===== config.mk =====
export PLATFORM = sky130hd
export DESIGN_NAME = vram_port_arbiter_flat
export DESIGN_NICKNAME = d
export VERILOG_FILES = /design/src/rtl/vram_port_arbiter_if.sv /design/src/rtl/vram_port_arbiter.sv /design/src/flat_wrapper.sv
export SDC_FILE = /design/constraint.sdc
export NUM_CORES = 1
export LEC_CHECK = 0
export ABC_AREA = 1
export CAP_MARGIN = 20
export CORE_AREA = 2 2 61 63
export DETAILED_ROUTE_END_ITERATION = 7
export DIE_AREA = 0 0 63 65
export PLACE_DENSITY = 0.78
export SLEW_MARGIN = 40
export SYNTH_ARGS = -nofsm -noshare
export SYNTH_HDL_FRONTEND = slang
export SYNTH_SLANG_ARGS = --single-unit

===== constraint.sdc =====
create_clock -name clk_i -period 2.4 [get_ports clk_i]
set_input_delay 0.36 -clock clk_i [delete_from_list [all_inputs] [get_ports clk_i]]
set_output_delay 0.36 -clock clk_i [all_outputs]
set_load 0.05 [all_outputs]

===== src/rtl/vram_port_arbiter_if.sv =====
// vram_port_arbiter_if: requester-side and VRAM-side signals of the VRAM port arbiter.
interface vram_port_arbiter_if #(
  parameter int ADDR_WIDTH = 19,
  parameter int DATA_WIDTH = 1
);
  logic                  disp_req_i;
  logic [ADDR_WIDTH-1:0] disp_addr_i;
  logic [DATA_WIDTH-1:0] disp_rd_data_o;
  logic                  disp_valid_o;
  logic                  sim_req_i;
  logic                  sim_we_i;
  logic [ADDR_WIDTH-1:0] sim_addr_i;
  logic [DATA_WIDTH-1:0] sim_wr_data_i;
  logic                  sim_gnt_o;
  logic [DATA_WIDTH-1:0] sim_rd_data_o;
  logic                  sim_valid_o;
  logic                  draw_req_i;
  logic [ADDR_WIDTH-1:0] draw_addr_i;
  logic [DATA_WIDTH-1:0] draw_wr_data_i;
  logic                  draw_gnt_o;
  logic [ADDR_WIDTH-1:0] mem_addr_o;
  logic [DATA_WIDTH-1:0] mem_wr_data_o;
  logic                  mem_we_o;
  logic [DATA_WIDTH-1:0] mem_rd_data_i;
  modport master (
    output disp_req_i, disp_addr_i, sim_req_i, sim_we_i, sim_addr_i, sim_wr_data_i,
           draw_req_i, draw_addr_i, draw_wr_data_i, mem_rd_data_i,
    input  disp_rd_data_o, disp_valid_o, sim_gnt_o, sim_rd_data_o, sim_valid_o,
           draw_gnt_o, mem_addr_o, mem_wr_data_o, mem_we_o
  );
  modport slave (
    input  disp_req_i, disp_addr_i, sim_req_i, sim_we_i, sim_addr_i, sim_wr_data_i,
           draw_req_i, draw_addr_i, draw_wr_data_i, mem_rd_data_i,
    output disp_rd_data_o, disp_valid_o, sim_gnt_o, sim_rd_data_o, sim_valid_o,
           draw_gnt_o, mem_addr_o, mem_wr_data_o, mem_we_o
  );
endinterface


===== src/rtl/vram_port_arbiter.sv =====
// vram_port_arbiter: shares one single-port VRAM between display (priority), sim and draw.
module vram_port_arbiter #(
  parameter int ACTIVE_COLUMNS = 640,
  parameter int ACTIVE_ROWS    = 480,
  parameter int ADDR_WIDTH     = $clog2(ACTIVE_COLUMNS*ACTIVE_ROWS),
  parameter int DATA_WIDTH     = 1,
  parameter int MAX_WAIT       = 15
) (
  input logic clk_i,
  input logic reset_i,
  vram_port_arbiter_if.slave bus
);
  localparam int WW = $clog2(MAX_WAIT+1);
  localparam logic [ADDR_WIDTH:0] LIMIT = (ADDR_WIDTH+1)'(ACTIVE_COLUMNS*ACTIVE_ROWS);
  typedef enum logic [1:0] {OWN_NONE, OWN_DISP, OWN_SIM} owner_e;
  owner_e owner_q, owner_d;
  logic oor_q, oor_d, last_sim_q, last_sim_d;
  logic [WW-1:0] wait_q, wait_d;
  logic [DATA_WIDTH-1:0] disp_data_q, disp_data_d, sim_data_q, sim_data_d, rd_data;
  logic disp_gnt, sim_gnt, draw_gnt, draw_first, disp_valid, sim_valid, oor;
  logic [ADDR_WIDTH-1:0] addr;
  always_comb begin
    draw_first = last_sim_q || wait_q == WW'(MAX_WAIT);
    disp_gnt = !reset_i && bus.disp_req_i;
    draw_gnt = !reset_i && !bus.disp_req_i && bus.draw_req_i && (draw_first || !bus.sim_req_i);
    sim_gnt = !reset_i && !bus.disp_req_i && bus.sim_req_i && !draw_gnt;
    addr = disp_gnt ? bus.disp_addr_i : sim_gnt ? bus.sim_addr_i : draw_gnt ? bus.draw_addr_i : '0;
    oor = {1'b0, addr} >= LIMIT;
    bus.mem_addr_o = addr;
    bus.mem_we_o = !oor && (draw_gnt || (sim_gnt && bus.sim_we_i));
    bus.mem_wr_data_o = sim_gnt ? bus.sim_wr_data_i : draw_gnt ? bus.draw_wr_data_i : '0;
    bus.sim_gnt_o = sim_gnt;
    bus.draw_gnt_o = draw_gnt;
    owner_d = disp_gnt ? OWN_DISP : (sim_gnt && !bus.sim_we_i) ? OWN_SIM : OWN_NONE;
    oor_d = oor;
    last_sim_d = sim_gnt ? 1'b1 : draw_gnt ? 1'b0 : last_sim_q;
    wait_d = (bus.draw_req_i && !draw_gnt) ? (wait_q == WW'(MAX_WAIT) ? wait_q : wait_q + 1'b1) : '0;
    // Read data lands one cycle after the grant; out-of-range reads return zero.
    rd_data = oor_q ? '0 : bus.mem_rd_data_i;
    disp_valid = owner_q == OWN_DISP;
    sim_valid = owner_q == OWN_SIM;
    disp_data_d = disp_valid ? rd_data : disp_data_q;
    sim_data_d = sim_valid ? rd_data : sim_data_q;
    bus.disp_valid_o = disp_valid;
    bus.sim_valid_o = sim_valid;
    bus.disp_rd_data_o = disp_data_d;
    bus.sim_rd_data_o = sim_data_d;
  end
  always_ff @(posedge clk_i or posedge reset_i) begin
    if (reset_i) begin
      owner_q <= OWN_NONE;
      oor_q <= 1'b0;
      last_sim_q <= 1'b0;
      wait_q <= '0;
      disp_data_q <= '0;
      sim_data_q <= '0;
    end else begin
      owner_q <= owner_d;
      oor_q <= oor_d;
      last_sim_q <= last_sim_d;
      wait_q <= wait_d;
      disp_data_q <= disp_data_d;
      sim_data_q <= sim_data_d;
    end
  end
endmodule


===== src/flat_wrapper.sv =====
// flat-port wrapper written by rule: the top's interface ports become plain ports
module vram_port_arbiter_flat 
#(
  parameter int ACTIVE_COLUMNS = 640,
  parameter int ACTIVE_ROWS    = 480,
  parameter int ADDR_WIDTH     = $clog2(ACTIVE_COLUMNS*ACTIVE_ROWS),
  parameter int DATA_WIDTH     = 1,
  parameter int MAX_WAIT       = 15
)
  (clk_i, reset_i, bus_disp_req_i, bus_disp_addr_i, bus_sim_req_i, bus_sim_we_i, bus_sim_addr_i, bus_sim_wr_data_i, bus_draw_req_i, bus_draw_addr_i, bus_draw_wr_data_i, bus_mem_rd_data_i, bus_disp_rd_data_o, bus_disp_valid_o, bus_sim_gnt_o, bus_sim_rd_data_o, bus_sim_valid_o, bus_draw_gnt_o, bus_mem_addr_o, bus_mem_wr_data_o, bus_mem_we_o);
  vram_port_arbiter_if #(.ADDR_WIDTH(ADDR_WIDTH), .DATA_WIDTH(DATA_WIDTH)) bus_i ();
  input logic clk_i;
  input logic reset_i;
  input wire logic [$bits(bus_i.disp_req_i)-1:0] bus_disp_req_i;
  input wire logic [$bits(bus_i.disp_addr_i)-1:0] bus_disp_addr_i;
  input wire logic [$bits(bus_i.sim_req_i)-1:0] bus_sim_req_i;
  input wire logic [$bits(bus_i.sim_we_i)-1:0] bus_sim_we_i;
  input wire logic [$bits(bus_i.sim_addr_i)-1:0] bus_sim_addr_i;
  input wire logic [$bits(bus_i.sim_wr_data_i)-1:0] bus_sim_wr_data_i;
  input wire logic [$bits(bus_i.draw_req_i)-1:0] bus_draw_req_i;
  input wire logic [$bits(bus_i.draw_addr_i)-1:0] bus_draw_addr_i;
  input wire logic [$bits(bus_i.draw_wr_data_i)-1:0] bus_draw_wr_data_i;
  input wire logic [$bits(bus_i.mem_rd_data_i)-1:0] bus_mem_rd_data_i;
  output wire logic [$bits(bus_i.disp_rd_data_o)-1:0] bus_disp_rd_data_o;
  output wire logic [$bits(bus_i.disp_valid_o)-1:0] bus_disp_valid_o;
  output wire logic [$bits(bus_i.sim_gnt_o)-1:0] bus_sim_gnt_o;
  output wire logic [$bits(bus_i.sim_rd_data_o)-1:0] bus_sim_rd_data_o;
  output wire logic [$bits(bus_i.sim_valid_o)-1:0] bus_sim_valid_o;
  output wire logic [$bits(bus_i.draw_gnt_o)-1:0] bus_draw_gnt_o;
  output wire logic [$bits(bus_i.mem_addr_o)-1:0] bus_mem_addr_o;
  output wire logic [$bits(bus_i.mem_wr_data_o)-1:0] bus_mem_wr_data_o;
  output wire logic [$bits(bus_i.mem_we_o)-1:0] bus_mem_we_o;
  assign bus_i.disp_req_i = bus_disp_req_i;
  assign bus_i.disp_addr_i = bus_disp_addr_i;
  assign bus_i.sim_req_i = bus_sim_req_i;
  assign bus_i.sim_we_i = bus_sim_we_i;
  assign bus_i.sim_addr_i = bus_sim_addr_i;
  assign bus_i.sim_wr_data_i = bus_sim_wr_data_i;
  assign bus_i.draw_req_i = bus_draw_req_i;
  assign bus_i.draw_addr_i = bus_draw_addr_i;
  assign bus_i.draw_wr_data_i = bus_draw_wr_data_i;
  assign bus_i.mem_rd_data_i = bus_mem_rd_data_i;
  assign bus_disp_rd_data_o = bus_i.disp_rd_data_o;
  assign bus_disp_valid_o = bus_i.disp_valid_o;
  assign bus_sim_gnt_o = bus_i.sim_gnt_o;
  assign bus_sim_rd_data_o = bus_i.sim_rd_data_o;
  assign bus_sim_valid_o = bus_i.sim_valid_o;
  assign bus_draw_gnt_o = bus_i.draw_gnt_o;
  assign bus_mem_addr_o = bus_i.mem_addr_o;
  assign bus_mem_wr_data_o = bus_i.mem_wr_data_o;
  assign bus_mem_we_o = bus_i.mem_we_o;
  vram_port_arbiter #(.ACTIVE_COLUMNS(ACTIVE_COLUMNS), .ACTIVE_ROWS(ACTIVE_ROWS), .ADDR_WIDTH(ADDR_WIDTH), .DATA_WIDTH(DATA_WIDTH), .MAX_WAIT(MAX_WAIT)) u_core (.clk_i(clk_i), .reset_i(reset_i), .bus(bus_i));
endmodule

==> results by stage <==
STA:
- The worst-margin pin slew is between 500 and 600 ps.
- The final max-slew violation count came to 0.
- Of the available clock period, the critical path in the final layout requires 0.9888.
- Derived from the worst setup path, the maximum achievable clock frequency is 421.4 MHz.
- The final hold slack is 182.4 ps.
- The clock tree skew after final layout is 0.7348 ps.
- Setup repair after global routing could not meet its margin everywhere.
- The number of hold violations in the final report came to 0.
- Subtracting the final worst setup slack from the clock period gives between 2000 and 2500 ps.
- Measured against its own limit, the worst slew margin works out to 0.6654.
- Setup violations remaining at the end of the flow were counted as 0.

Placed design:
- The HPWL after detailed placement is 2.991 mm.
- At the end of routability-driven placement, the weighted congestion stood at 0.8202.
- The number of buffer cells added on primary ports is between 90 and 100.

Detailed routing:
- The total wire length is between 3 and 4 mm.
- In the routed layout, each cell is associated on average with a via count of 4.392.
- The number of DRC violations after detailed-routing iteration 0 is 26.
- The mean routed wirelength per cell is around 12 um.
- For this run, design rule violations remaining after detail routing come to 0.
- The post-route antenna net violation count is 0.
- The pre-antenna-repair detailed-routing pass consisted of 4 iterations.
- The total number of vias is between 1000 and 1500.

Clock tree:
- For the worst-skew pair, the clock arrives at the later sink with an insertion delay of around 260 ps.
- In this run, CTS created clock tree buffers numbering 3.
- The clock-pin slew on the worst setup and hold paths is ~60 ps.
- The library cell used as clock root buffer is sky130_fd_sc_hd__clkbuf_4.
- The number of clock sinks seen by CTS is 10.
- The level count of the clock H-tree is 1.
- The number of hold buffers added after CTS is 0.
- The maximum buffer depth of the clock tree is 2.
- TritonCTS built the clock tree.

Cells and area:
- The commonest non-fill, non-tap cell in the layout is sky130_fd_sc_hd__clkdlybuf4s50_1.
- In the final design database the tool counted between 300 and 400 nets.
- The total area of sequential cells is roughly 250 um2.
- In the layout the commonest cells are 64 x sky130_fd_sc_hd__clkdlybuf4s50_1, 52 x sky130_fd_sc_hd__nand2_1, 24 x sky130_fd_sc_hd__nand3_1, 23 x sky130_fd_sc_hd__buf_12, 17 x sky130_fd_sc_hd__buf_4.
- The count of filler cells inserted in the layout is around 270.
- In the final layout, the share of cells above drive strength 1 is 0.2950.
- The growth of design area from synthesis to finish is 139.7%.
- The area taken by multi-input logic gates is 716.9 um2.
- The number of antenna diodes in the final layout is 0.

Global routing:
- The maximum number of pins on one net before global-route repair is 15.
- The total global routing overflow is 0.
- The number of antenna violations at the first check in global routing is 0.
- The first-pass GRT wire length is between 5 and 6 mm.
- The number of global-route vias before repair is 1311.
- The global-route total usage across every layer is 0.1746.

Setup path:
- In this run the critical register-to-register path is launched from u_core.wait_q[0].
- Data arrives at the worst endpoint at 2010 ps.
- The worst setup path is captured at a primary output.
- The worst-case register-to-register setup slack is 690 ps.
- In this run the critical register-to-register path is captured at u_core.oor_q.
- The highest fanout seen on the critical path is 6.
- Counting cells, the worst reg-to-reg path comes to 11.
- The worst setup path is launched from a primary input.
- The worst setup path is of the primary input to primary output kind.
- The required time at the worst-slack endpoint is 2040 ps.

Logic synthesis:
- The number of different library cells used by synthesis comes to 29.
- After synthesis, the mean cell area works out to roughly 6.6 um2.
- The number of instances in the synthesized netlist is 152.
- The number of register bits inferred by synthesis is 10.
- The post-synthesis net count is about 220.
- The largest total area in the synthesized netlist belongs to sky130_fd_sc_hd__dfrtp_1.
- The yosys synthesis warning count is 0.
- The share of flip-flops with an asynchronous set or reset is 1.000.
- By area the synthesized netlist is led by sky130_fd_sc_hd__dfrtp_1 25%, sky130_fd_sc_hd__nand2_1 19%, sky130_fd_sc_hd__nand3_1 13%.
- The most used flip-flop cell after synthesis is sky130_fd_sc_hd__dfrtp_1.
- The count of flip-flops with a built-in enable after synthesis is 0.
- The cell area after technology mapping is just over 0.001 mm2.
- The share of synthesized area in the top cell type comes to 0.2478.
- The sequential-to-total area share from yosys stat is 0.2478.

Floorplanning:
- The region available for standard cell placement spans around 0.0035 mm2.
- The floorplan die area is between 0.004 and 0.005 mm2.
- 93 I/O pins were placed.
- The die span in y is between 60 and 70 um.
- The die width is 63 um.
- The initial utilization of the core area, before any placement, comes to 0.2888.
- The floorplan has 22 rows.

Power:
- The internal power consumption is 0.5524 mW.
- The cell area power density is about 370 mW/mm2.
- Of the total power, the clock network draws 0.166.
- The analysis attributes to cell leakage a power of roughly 1.1 nW.
- The worst supply voltage drop on vdd is ~180 uV.
- The switching power share of the total is 0.3793.
- The share of total power in sequential cells is 0.225.
- Summed over all nets, the switching power comes to 0.3375 mW.
- The overall power consumption is between 0.8 and 0.9 mW.
- The share of total power dissipated in combinational logic is 0.609.

Run:
- The tool flagged a number of max-cap violations equal to 0.

Status:
- The run finished with clean final reports.

Min path:
- The worst hold-check path type is primary input to async pin.
-- critical path, stage by stage --
cell,delay [ps]
sky130_fd_sc_hd__clkdlybuf4s50_1,480
sky130_fd_sc_hd__inv_1,100
sky130_fd_sc_hd__nor2_8,140
sky130_fd_sc_hd__nand2_8,100
sky130_fd_sc_hd__buf_6,140
sky130_fd_sc_hd__nand3_1,60
sky130_fd_sc_hd__nand3_1,60
sky130_fd_sc_hd__nand2_1,110
sky130_fd_sc_hd__nor2_2,50
sky130_fd_sc_hd__nand3_2,70
sky130_fd_sc_hd__nand2_2,70
sky130_fd_sc_hd__nor2_4,130
sky130_fd_sc_hd__buf_12,140
-- through the flow --
stage / setup WS [ps] / area, um2 / cells / setup TNS [ps] / util
finish: 26.87 / 2420 / 309 / 0 / 0.6922
floorplan: 122.0 / 1020 / 152 / 0 / -
global route: -112.1 / 2420 / 309 / -112.1 / 0.6922
CTS: 19.57 / 2308 / 301 / 0 / 0.6603
global placement: 53.49 / 2272 / 297 / 0 / 0.6500
detailed placement: 22.15 / 2272 / 297 / 0 / 0.6500
-- synthesized netlist by cell type (2+ instances only) --
| master | instances |
|---|---|
| sky130_fd_sc_hd__inv_2 | 4 |
| sky130_fd_sc_hd__dfrtp_1 | 10 |
| sky130_fd_sc_hd__buf_2 | 2 |
| sky130_fd_sc_hd__a211oi_1 | 2 |
| sky130_fd_sc_hd__nor2_1 | 11 |
| sky130_fd_sc_hd__mux2_2 | 2 |
| sky130_fd_sc_hd__or2_1 | 2 |
| sky130_fd_sc_hd__nand3_2 | 2 |
| sky130_fd_sc_hd__nand2_4 | 3 |
| sky130_fd_sc_hd__inv_4 | 2 |
| sky130_fd_sc_hd__nand2_1 | 52 |
| sky130_fd_sc_hd__nand2_8 | 2 |
| sky130_fd_sc_hd__nand3_1 | 26 |
| sky130_fd_sc_hd__nor2_4 | 2 |
| sky130_fd_sc_hd__inv_1 | 13 |
| sky130_fd_sc_hd__nand2_2 | 4 |
-- repair_timing --
| action | CTS | global route |
|---|---|---|
| gates resized for setup | 0 | 16 |
| endpoints found under the hold margin | 0 | 0 |
| endpoints found under the setup margin | 0 | 14 |
| buffers inserted | 0 | 8 |
-- cell families (layout without fill, tap and decap cells) --
| logic type | count (synthesis) | count (layout) | share of synthesized area |
|---|---|---|---|
| XOR/XNOR | 1 | 1 | 0.008676 |
| buffers and inverters | 22 | 131 | 0.08921 |
| flip-flops | 10 | 10 | 0.2478 |
| adder cells (fa/ha/maj) | 1 | 1 | 0.01239 |
| AND/OR/NAND/NOR | 111 | 111 | 0.5861 |
| AO/OA/AOI/OAI | 5 | 5 | 0.03344 |
| multiplexers | 2 | 2 | 0.02230 |
-- power by group through the flow --
stage / Combinational, mW / Clock [mW] / Sequential, mW
floorplan: 0.247 / 0 / 0.196
global placement: 0.521 / 0 / 0.198
detailed placement: 0.527 / 0 / 0.199
CTS: 0.529 / 0.155 / 0.196
global route: 0.573 / 0.160 / 0.202
finish: 0.542 / 0.148 / 0.200
-- layout make-up --
type | instances | share of cell area
repair buffers | 108 | 0.5279
inverters | 19 | 0.03257
well taps | 48 | 0.02482
flip-flops and latches | 10 | 0.1034
clock buffers | 4 | 0.01499
multi-input cells | 120 | 0.2963
-- registers in the layout (all words and copies together) (netlist names) --
register and count:
u_core.last_sim_q 1, u_core.oor_q 1, u_core.sim_data_q 1, u_core.disp_data_q 1
u_core.wait_q 4, u_core.owner_q 2
-- how the worst max path moves through the flow --
| stage | cells past startpoint | end | startpoint |
|---|---|---|---|
| floorplan | 10 | bus_mem_we_o | u_core.wait_q[0] |
| global placement | 13 | bus_mem_we_o | reset_i |
| detailed placement | 13 | bus_mem_we_o | reset_i |
| CTS | 13 | bus_mem_we_o | reset_i |
| global route | 13 | bus_mem_we_o | u_core.wait_q[0] |
| finish | 13 | bus_mem_we_o | bus_draw_req_i |
-- routing by layer --
layer	wire length, um	vias to the layer above	GRT usage
met3	200	8	0.03472
met4	75	0	0.06944
li1	-	695	-
met5	0	-	0
met1	1464	608	0.2102
met2	1997	46	0.3045
Note: power is estimated with default switching activity, not from simulation.
